### src/rtl/obstacle_collision_unit.sv
`default_nettype none
// ============================================================================
//  Module      : obstacle_collision_unit
//  Description : Scrolling pipe obstacle with LFSR gap placement; detects
//                box/pipe, ceiling and floor hits and pulses collided.
//                Optional score counter enabled by defining SCORE_EN.
//  Revision    : 1.0 - initial release
// ============================================================================
module obstacle_collision_unit #(
    parameter int         BOX_X     = 20,
    parameter int         BOX_SIZE  = 4,
    parameter int         PIPE_W    = 6,
    parameter int         GAP_H     = 24,
    parameter int         SCREEN_W  = 160,
    parameter int         SCREEN_H  = 120,
    parameter logic [7:0] LFSR_SEED = 8'hA5
) (
    input  logic       game_clk,
    input  logic       reset,
    input  logic       start,
    input  logic       tick,
    input  logic [6:0] y_coordinate,
    output logic       collided,
    output logic [7:0] pipe_x,
    output logic [6:0] gap_y,
    output logic       running,
    output logic [7:0] score
);

    typedef enum logic [1:0] {
        S_IDLE = 2'd0,
        S_RUN  = 2'd1,
        S_HIT  = 2'd2
    } state_t;

    localparam logic [7:0] C_PIPE_RESTART = 8'(SCREEN_W - 1);
    localparam logic [6:0] C_GAP_RESET    = 7'd40;
    localparam logic [6:0] C_GAP_MIN      = 7'd8;

    localparam logic [8:0] C_BOX_L     = 9'(BOX_X);
    localparam logic [8:0] C_BOX_R     = 9'(BOX_X + BOX_SIZE - 1);
    localparam logic [8:0] C_PIPE_W_M1 = 9'(PIPE_W - 1);
    localparam logic [8:0] C_BOX_M1    = 9'(BOX_SIZE - 1);
    localparam logic [8:0] C_BOX_SZ    = 9'(BOX_SIZE);
    localparam logic [8:0] C_GAP_M1    = 9'(GAP_H - 1);
    localparam logic [8:0] C_SCR_H     = 9'(SCREEN_H);

    state_t     state_q, state_d;
    logic [7:0] pipe_x_q, pipe_x_d;
    logic [6:0] gap_y_q, gap_y_d;
    logic [7:0] lfsr_q, lfsr_d;
    logic       collided_q, collided_d;

    logic [8:0] w_px;
    logic [8:0] w_y;
    logic [8:0] w_gap;
    logic       w_x_ov;
    logic       w_y_out;
    logic       w_bound;
    logic       w_hit;
    logic [7:0] w_lfsr_next;

    // Widened to 9 bits so that none of the edge sums can wrap.
    assign w_px  = {1'b0, pipe_x_q};
    assign w_y   = {2'b00, y_coordinate};
    assign w_gap = {2'b00, gap_y_q};

    assign w_x_ov  = (w_px <= C_BOX_R) && ((w_px + C_PIPE_W_M1) >= C_BOX_L);
    assign w_y_out = (w_y < w_gap) || ((w_y + C_BOX_M1) > (w_gap + C_GAP_M1));
    // Values of 120 and above come from the box register underflowing.
    assign w_bound = (w_y == 9'd0) || ((w_y + C_BOX_SZ) >= C_SCR_H);
    assign w_hit   = (w_x_ov && w_y_out) || w_bound;

    assign w_lfsr_next = {lfsr_q[6:0], lfsr_q[7] ^ lfsr_q[5] ^ lfsr_q[4] ^ lfsr_q[3]};

`ifdef SCORE_EN
    logic [7:0] score_q, score_d;
`endif

    always_comb begin
        state_d    = state_q;
        pipe_x_d   = pipe_x_q;
        gap_y_d    = gap_y_q;
        lfsr_d     = lfsr_q;
        collided_d = 1'b0;
`ifdef SCORE_EN
        score_d    = score_q;
`endif
        case (state_q)
            S_IDLE: begin
                if (start) begin
                    state_d  = S_RUN;
                    pipe_x_d = C_PIPE_RESTART;
`ifdef SCORE_EN
                    score_d  = 8'd0;
`endif
                end
            end
            S_RUN: begin
                if (tick) begin
                    // A hit freezes the obstacle, even on a wrap tick.
                    if (w_hit) begin
                        state_d    = S_HIT;
                        collided_d = 1'b1;
                    end else if (pipe_x_q == 8'd0) begin
                        pipe_x_d = C_PIPE_RESTART;
                        lfsr_d   = w_lfsr_next;
                        gap_y_d  = C_GAP_MIN + {1'b0, w_lfsr_next[5:0]};
`ifdef SCORE_EN
                        if (score_q != 8'hFF) begin
                            score_d = score_q + 8'd1;
                        end
`endif
                    end else begin
                        pipe_x_d = pipe_x_q - 8'd1;
                    end
                end
            end
            S_HIT: begin
                state_d = S_IDLE;
            end
            default: begin
                state_d = S_IDLE;
            end
        endcase
    end

    always_ff @(posedge game_clk) begin
        if (reset) begin
            state_q    <= S_IDLE;
            pipe_x_q   <= C_PIPE_RESTART;
            gap_y_q    <= C_GAP_RESET;
            lfsr_q     <= LFSR_SEED;
            collided_q <= 1'b0;
        end else begin
            state_q    <= state_d;
            pipe_x_q   <= pipe_x_d;
            gap_y_q    <= gap_y_d;
            lfsr_q     <= lfsr_d;
            collided_q <= collided_d;
        end
    end

`ifdef SCORE_EN
    always_ff @(posedge game_clk) begin
        if (reset) begin
            score_q <= 8'd0;
        end else begin
            score_q <= score_d;
        end
    end
    assign score = score_q;
`else
    assign score = 8'd0;
`endif

    assign collided = collided_q;
    assign pipe_x   = pipe_x_q;
    assign gap_y    = gap_y_q;
    assign running  = (state_q == S_RUN);

endmodule
`default_nettype wire

### config.mk
export PLATFORM = sky130hd
export DESIGN_NAME = obstacle_collision_unit
export DESIGN_NICKNAME = d
export VERILOG_FILES = /design/src/rtl/obstacle_collision_unit.sv
export SDC_FILE = /design/constraint.sdc
export NUM_CORES = 1
export LEC_CHECK = 0
export BUFFER_PORTS_ARGS = -buffer_cell sky130_fd_sc_hd__clkbuf_2
export CAP_MARGIN = 0
export CORE_ASPECT_RATIO = 1.5
export CORE_UTILIZATION = 60
export CTS_CLUSTER_DIAMETER = 40
export CTS_CLUSTER_SIZE = 20
export DETAILED_ROUTE_END_ITERATION = 8
export PLACE_DENSITY = 0.85
export SYNTH_ARGS = -nofsm -noshare
export SYNTH_HDL_FRONTEND = slang
export SYNTH_SLANG_ARGS = --single-unit
### constraint.sdc
create_clock -name game_clk -period 7.5 [get_ports game_clk]
set_input_delay 1.5 -clock game_clk [delete_from_list [all_inputs] [get_ports game_clk]]
set_output_delay 1.5 -clock game_clk [all_outputs]
set_load 0.02 [all_outputs]
==> reports/results.txt, run 1 <==
Status -> finished clean
Clock latency on the worst-skew pair -> 0.27 ns
Largest net degree at the start of global routing -> 28
Post-DP HPWL -> 3180 um
Via count -> 1,697
ANT cells -> 0
Average size of a mapped cell -> 8.19 um^2
Die width -> 48.2 um
CTS resizes -> 0
Area of the multi-input gates -> 0.00126 mm^2
CTS Hold Buffers Added -> 0
Die Footprint -> 0.00343 mm^2
Worst Setup SP -> y_coordinate[0]
Worst Path Arrival -> 4.06 ns
CTS tree -> built
Critical Path Fanout Max -> 7
Max transition margin -> 0.596
Synth-to-Final Area Change -> 7.11%
Ys async rst share -> 0
CP Depth -> 12
Fill cell count -> 273
Clk buf depth -> 2
Hold_ws -> 0.461 ns
Internal -> 0.187 mW
Reg-to-Reg Start -> gap_y[1]$_SDFFE_PP0P_
Cells after synthesis -> 234
Most used cell, CP -> ha_1
DRT antenna net count -> 0
Reg-to-reg slack, setup -> 4.38 ns
Vias in the first global route -> 1,638
H-tree levels -> 1
Post-synthesis sequential area ratio -> 0.261
Worst Setup Path Type -> input pin to register
Req. time, crit path -> 7.64 ns
Post-synthesis register bit count -> 25
Max cap viols -> 0
Worst path slowest cell -> o31ai_2
Critical-path cell list -> clkbuf_2, inv_1, ha_1, nand4b_1, xnor2_1, ha_1, nand4_1, nor2_1, a21oi_1, o31ai_2, nor4b_4, a32oi_1
Sw frac -> 0.279
Post-Route Setup TNS -> 0 ns
Die H -> 71.2 um
Worst reg2reg path depth -> 12
Hold WC Path Type -> register to register
Worst-margin pin slew -> 0.602 ns
Logic pwr share -> 0.164
Fin. max-slew vios -> 0
Max VDD drop -> 0.000101 V
CTS Sinks -> 25
WP buf/inv -> 2
Via/cell ratio -> 5.79
Reg area -> 500 um^2
Switching power -> 0.0721 mW
CP Capture Type -> register
1st-iter DRT viols -> 25
Drt pass-1 iters -> 4
Fin crit period -> 3.92 ns
DRC -> 0
# rows -> 24
Sequential share of power -> 0.523
Reg2reg end -> pipe_x[0]$_SDFFE_PP1P_
Final Util -> 0.691
WL/cell -> 13.7 um
Final Setup Violations -> 0
Slowest Stage Delay on Critical Path -> 0.47 ns
Synth unique cells -> 51
Clock transition at path regs -> 0.08 ns
Total wire length -> 4020 um
Core box area -> 0.00297 mm^2
IO buf count -> 27
Top-count cell post-synth -> nand2_1
Top cells by area, synth -> dfxtp_1, ha_1, xnor2_1
Final Cycle Share -> 0.523
Pwr Total -> 0.259 mW
Post-synthesis instance area -> 0.00192 mm^2
Postcts setup bufs -> 0
Yosys Warn Count -> 0
Post-synth top cells -> nand2_1, dfxtp_1, ha_1
Leakage power total -> 0.892 nW
Pwr per Cell Area -> 126 mW/mm^2
Main synth FF type -> dfxtp_1
Hold Vio Cnt, Final -> 0
Share of the synthesized area in the top cell type -> 0.261
CTS Root Cell -> clkbuf_8
RSZ-0062 raised after global routing -> no
CP Capture Point -> pipe_x[0]$_SDFFE_PP1P_
GRT Util Overall -> 0.259
Placer's final routability congestion estimate -> 0.868
Clk_skew -> 0.00765 ns
Initial antenna violation count -> 0
Nets -> 290
Top cell family by delay on the critical path -> simple AND/OR/NAND/NOR gates
Initial Utilization -> 0.645
TritonCTS Buffers -> 3
Layout cell share with drive strength beyond 1 -> 0.150
Synth area leader -> dfxtp_1
Max Clock Freq -> 0.255 GHz
First-pass GRT wire length -> 6620 um
Gr ovfl total -> 0
Setup crit start kind -> input pin
I/O pin total -> 36
Clock group share of total power -> 0.313
Post-synth EDFFs -> 0
-- flip-flops by register name, indices dropped and copies added, names as in the netlist --
register / count
gap_y: 7
collided: 1
pipe_x: 8
lfsr_q: 7
state_q: 2
-- cells in the final DEF, fill, tap and decap left out, drive strengths merged, types with 6 or more instances in the layout --
cell type  netlist  final
a211oi           6      6
inv             17     17
o21ai            8      8
a21oi           17     17
clkbuf           5     31
conb             1      8
ha              24     24
xnor2           14     14
dfxtp           25     25
nor2            15     15
nand2           28     28
-- power by group through the flow --
stage | clock (mW) | combinational, mW | sequential [mW]
6_report | 0.0810 | 0.0425 | 0.135
3_3_place_gp | 0 | 0.0413 | 0.138
4_1_cts | 0.0802 | 0.0424 | 0.135
5_1_grt | 0.0849 | 0.0484 | 0.135
2_1_floorplan | 0 | 0.0337 | 0.138
3_5_place_dp | 0 | 0.0421 | 0.138
-- through the flow --
step | instance area (um^2) | instances | setup slack, ns
floorplan | 1940 | 241 | 3.80
global placement | 2010 | 289 | 3.42
detailed placement | 2010 | 289 | 3.28
CTS | 2050 | 293 | 3.57
global route | 2050 | 293 | 3.29
finish | 2050 | 293 | 3.58
-- kinds of logic (layout without fill, tap and decap cells) --
kind of cell	count (synthesis)	after routing	share of synthesized area
DFF	25	25	0.261
adders and majority gates	24	24	0.157
xor gates and xnor gates	16	16	0.0731
and+or+nand+nor	80	80	0.223
buffers and inverters	35	48	0.0953
AOI/OAI and AO/OA	53	53	0.189
other	1	8	0.00196
-- worst min path at each step --
stage | slack (ns) | end | cells after the start | start
CTS | 0.46 | lfsr_q[6]$_SDFFE_PP0P_ | 2 | lfsr_q[6]$_SDFFE_PP0P_
finish | 0.46 | lfsr_q[6]$_SDFFE_PP0P_ | 2 | lfsr_q[6]$_SDFFE_PP0P_
global route | 0.50 | lfsr_q[6]$_SDFFE_PP0P_ | 2 | lfsr_q[6]$_SDFFE_PP0P_
floorplan | 0.43 | lfsr_q[6]$_SDFFE_PP0P_ | 2 | lfsr_q[6]$_SDFFE_PP0P_
global placement | 0.44 | lfsr_q[6]$_SDFFE_PP0P_ | 2 | lfsr_q[6]$_SDFFE_PP0P_
detailed placement | 0.45 | lfsr_q[6]$_SDFFE_PP0P_ | 2 | lfsr_q[6]$_SDFFE_PP0P_
-- layout make-up --
cell class	instances	share of cell area
Multi-Input combinational cell	181	0.614
Clock buffer	4	0.0219
Tap cell	39	0.0238
Sequential cell	25	0.244
Inverter	17	0.0311
Timing Repair Buffer	27	0.0658
-- layer usage --
layer  vias up  wire [um]  track usage
met5         -          0            0
met4         0        123        0.139
met3        10         69       0.0176
met2        38       2170        0.456
met1       793       1650        0.284
li1        856          -            -
-- tightest hold or removal path: stages, from the launching register on --
cell,delay (ns)
dfxtp_1,0.32
nand2_1,0.05
a21oi_1,0.05
(Power assumes the default switching activity.)
==> inputs of run 2 (changes only) <==
--- a/config.mk
+++ b/config.mk
@@ -8,11 +8,11 @@
 export BUFFER_PORTS_ARGS = -buffer_cell sky130_fd_sc_hd__clkbuf_2
 export CAP_MARGIN = 0
 export CORE_ASPECT_RATIO = 1.5
-export CORE_UTILIZATION = 60
+export CORE_UTILIZATION = 56
 export CTS_CLUSTER_DIAMETER = 40
 export CTS_CLUSTER_SIZE = 20
 export DETAILED_ROUTE_END_ITERATION = 8
-export PLACE_DENSITY = 0.85
+export PLACE_DENSITY = 0.8
 export SYNTH_ARGS = -nofsm -noshare
 export SYNTH_HDL_FRONTEND = slang
 export SYNTH_SLANG_ARGS = --single-unit
==> constraint.sdc (replaced) <==
create_clock -name game_clk -period 3.8 [get_ports game_clk]
set_input_delay 0.76 -clock game_clk [delete_from_list [all_inputs] [get_ports game_clk]]
set_output_delay 0.76 -clock game_clk [all_outputs]
set_load 0.02 [all_outputs]
==> reports/results.txt, run 2 (same netlist as run 1, synthesis figures left out) <==
Drt pass-1 iters -> 4 (unchanged)
Reg2reg end -> pipe_x[7]$_SDFFE_PP1P_
Total wire length -> 4040 um (+0.65%)
Fin. max-slew vios -> 0 (unchanged)
IO buf count -> 27 (unchanged)
Worst Setup Path Type -> input pin to register
Setup crit start kind -> input pin
Initial antenna violation count -> 0 (unchanged)
Largest net degree at the start of global routing -> 28 (unchanged)
Clock transition at path regs -> 0.08 ns (about the same)
Internal -> 0.368 mW (+97%)
Leakage power total -> 0.892 nW (unchanged)
Placer's final routability congestion estimate -> 0.832 (-4.1%)
Worst-margin pin slew -> 0.638 ns (+0.0353 ns)
Die H -> 73.7 um (+3.4%)
Hold WC Path Type -> register to register
Status -> finished clean
Clk buf depth -> 2 (unchanged)
DRC -> 0 (unchanged)
DRT antenna net count -> 0 (unchanged)
Nets -> 290 (unchanged)
Fin crit period -> 3.19 ns
Initial Utilization -> 0.595 (-0.0498)
CTS tree -> built
Synth-to-Final Area Change -> 7.18% (about the same)
TritonCTS Buffers -> 3 (unchanged)
Postcts setup bufs -> 0 (unchanged)
Pwr per Cell Area -> 246 mW/mm^2 (+95%)
CTS Hold Buffers Added -> 0 (unchanged)
CTS resizes -> 0 (unchanged)
First-pass GRT wire length -> 6720 um (+1.6%)
Post-DP HPWL -> 3160 um (-0.85%)
Worst path slowest cell -> o31ai_2
# rows -> 25 (+4.2%)
GRT Util Overall -> 0.238 (-0.0212)
Max transition margin -> 0.572 (-0.0237)
Reg-to-Reg Start -> gap_y[0]$_SDFFE_PP0P_
CP Capture Type -> register
CTS Sinks -> 25 (unchanged)
Vias in the first global route -> 1,563 (-4.6%)
Critical Path Fanout Max -> 7 (unchanged)
Req. time, crit path -> 3.93 ns (-3.71 ns)
Hold Startpoint -> lfsr_q[0]$_SDFFE_PP1P_
Final Setup Violations -> 0 (unchanged)
Via count -> 1,688 (-0.53%)
Most used cell, CP -> ha_1
I/O pin total -> 36 (unchanged)
ANT cells -> 0 (unchanged)
Logic pwr share -> 0.167 (+0.003)
Via/cell ratio -> 5.74 (-0.87%)
Sequential share of power -> 0.528 (+0.005)
Critical-path cell list -> clkbuf_2, inv_1, ha_1, nand4b_1, xnor2_1, ha_1, nand4_1, nor2_1, a21oi_1, o31ai_2, nor4b_4, a41oi_1
CTS Root Cell -> clkbuf_8
Worst Path Arrival -> 3.32 ns (-0.74 ns)
1st-iter DRT viols -> 62 (+150%)
Final Util -> 0.638 (-0.0530)
Max Clock Freq -> 0.314 GHz
Pwr Total -> 0.506 mW (+96%)
Final setup margin -> 0.611 ns (-2.96 ns)
Slowest Stage Delay on Critical Path -> 0.46 ns (about the same)
Die Footprint -> 0.00367 mm^2 (+6.9%)
Gr ovfl total -> 0 (unchanged)
Worst reg2reg path depth -> 12 (unchanged)
Clock latency on the worst-skew pair -> 0.26 ns (about the same)
Sw frac -> 0.272 (-0.00659)
Layout cell share with drive strength beyond 1 -> 0.150 (unchanged)
Die width -> 49.8 um (+3.4%)
Max reg flops -> 8 (unchanged)
Top cell family by delay on the critical path -> simple AND/OR/NAND/NOR gates
Setup WS pre-CTS -> 0.349 ns (-2.93 ns)
RSZ-0062 raised after global routing -> no
Max cap viols -> 0 (unchanged)
Post-Route Setup TNS -> 0 ns (unchanged)
WL/cell -> 13.7 um (+0.31%)
Clock group share of total power -> 0.305 (-0.008)
Clk_skew -> 0.00276 ns (-0.00489 ns)
H-tree levels -> 1 (unchanged)
Core box area -> 0.00322 mm^2 (+8.4%)
Most frequent cells in the layout -> nand2_1, clkbuf_2, dfxtp_1
Worst hold path cell count -> 2 (unchanged)
Reg-to-reg slack, setup -> 0.68 ns (-3.70 ns)
Hold endpoint -> gap_y[1]$_SDFFE_PP0P_
WP buf/inv -> 2 (unchanged)
Max VDD drop -> 0.000214 V (+110%)
Final Cycle Share -> 0.839
Hold Vio Cnt, Final -> 0 (unchanged)
Switching power -> 0.138 mW (+91%)
Hold_ws -> 0.457 ns (-0.00408 ns)
==> run 2: power groups by stage <==
| stage | clock [mW] | sequential (mW) | combinational, mW |
|---|---|---|---|
| after floorplan | 0 | 0.272 | 0.0664 |
| after global placement | 0 | 0.273 | 0.0821 |
| after detailed placement | 0 | 0.273 | 0.0839 |
| after CTS | 0.156 | 0.267 | 0.0846 |
| after global routing | 0.165 | 0.267 | 0.0936 |
| final | 0.154 | 0.267 | 0.0846 |
==> run 2: per-layer routing <==
metal / share of wire / track usage / wire (um) / vias up
met3: 0.025 / 0.0186 / 103 / 6
met2: 0.53 / 0.462 / 2160 / 34
li1: - / - / - / 858
met5: 0 / 0 / 0 / -
met1: 0.42 / 0.255 / 1700 / 790
met4: 0.020 / 0.105 / 82 / 0
==> run 2: worst max-delay path by stage <==
| stage | startpoint | end | slack (ns) | cells after the start |
|---|---|---|---|---|
| after floorplan | y_coordinate[0] | pipe_x[7]$_SDFFE_PP1P_ | 0.84 | 11 |
| after detailed placement | y_coordinate[0] | pipe_x[7]$_SDFFE_PP1P_ | 0.35 | 12 |
| final | y_coordinate[0] | pipe_x[7]$_SDFFE_PP1P_ | 0.61 | 12 |
| after global placement | y_coordinate[0] | pipe_x[7]$_SDFFE_PP1P_ | 0.48 | 12 |
| after global routing | gap_y[0]$_SDFFE_PP0P_ | pipe_x[7]$_SDFFE_PP1P_ | 0.40 | 12 |
| after CTS | y_coordinate[0] | pipe_x[7]$_SDFFE_PP1P_ | 0.64 | 12 |
==> run 2: worst reg2reg max path, delay by kind of cell, from the launching register on <==
kind | cells | cell delay [ns]
adders and majority gates | 2 | 0.54
xor gates and xnor gates | 1 | 0.14
DFF | 1 | 0.37
buffers and inverters | 1 | 0.11
AOI/OAI and AO/OA | 5 | 1.11
and+or+nand+nor | 3 | 0.72
==> run 2: through the flow <==
stage	instance area, um^2	std cells
after detailed placement	2010	290
after global placement	2010	290
final	2050	294
after floorplan	1940	241
after CTS	2050	294
after global routing	2050	294
==> run 2: layout make-up <==
type                            count  area, um^2
Fill cell                         310        1170
Inverter                           17        63.8
Timing Repair Buffer               27         135
Sequential cell                    25         500
Tap cell                           40        50.0
Clock buffer                        4        45.0
Multi-Input combinational cell    181        1260
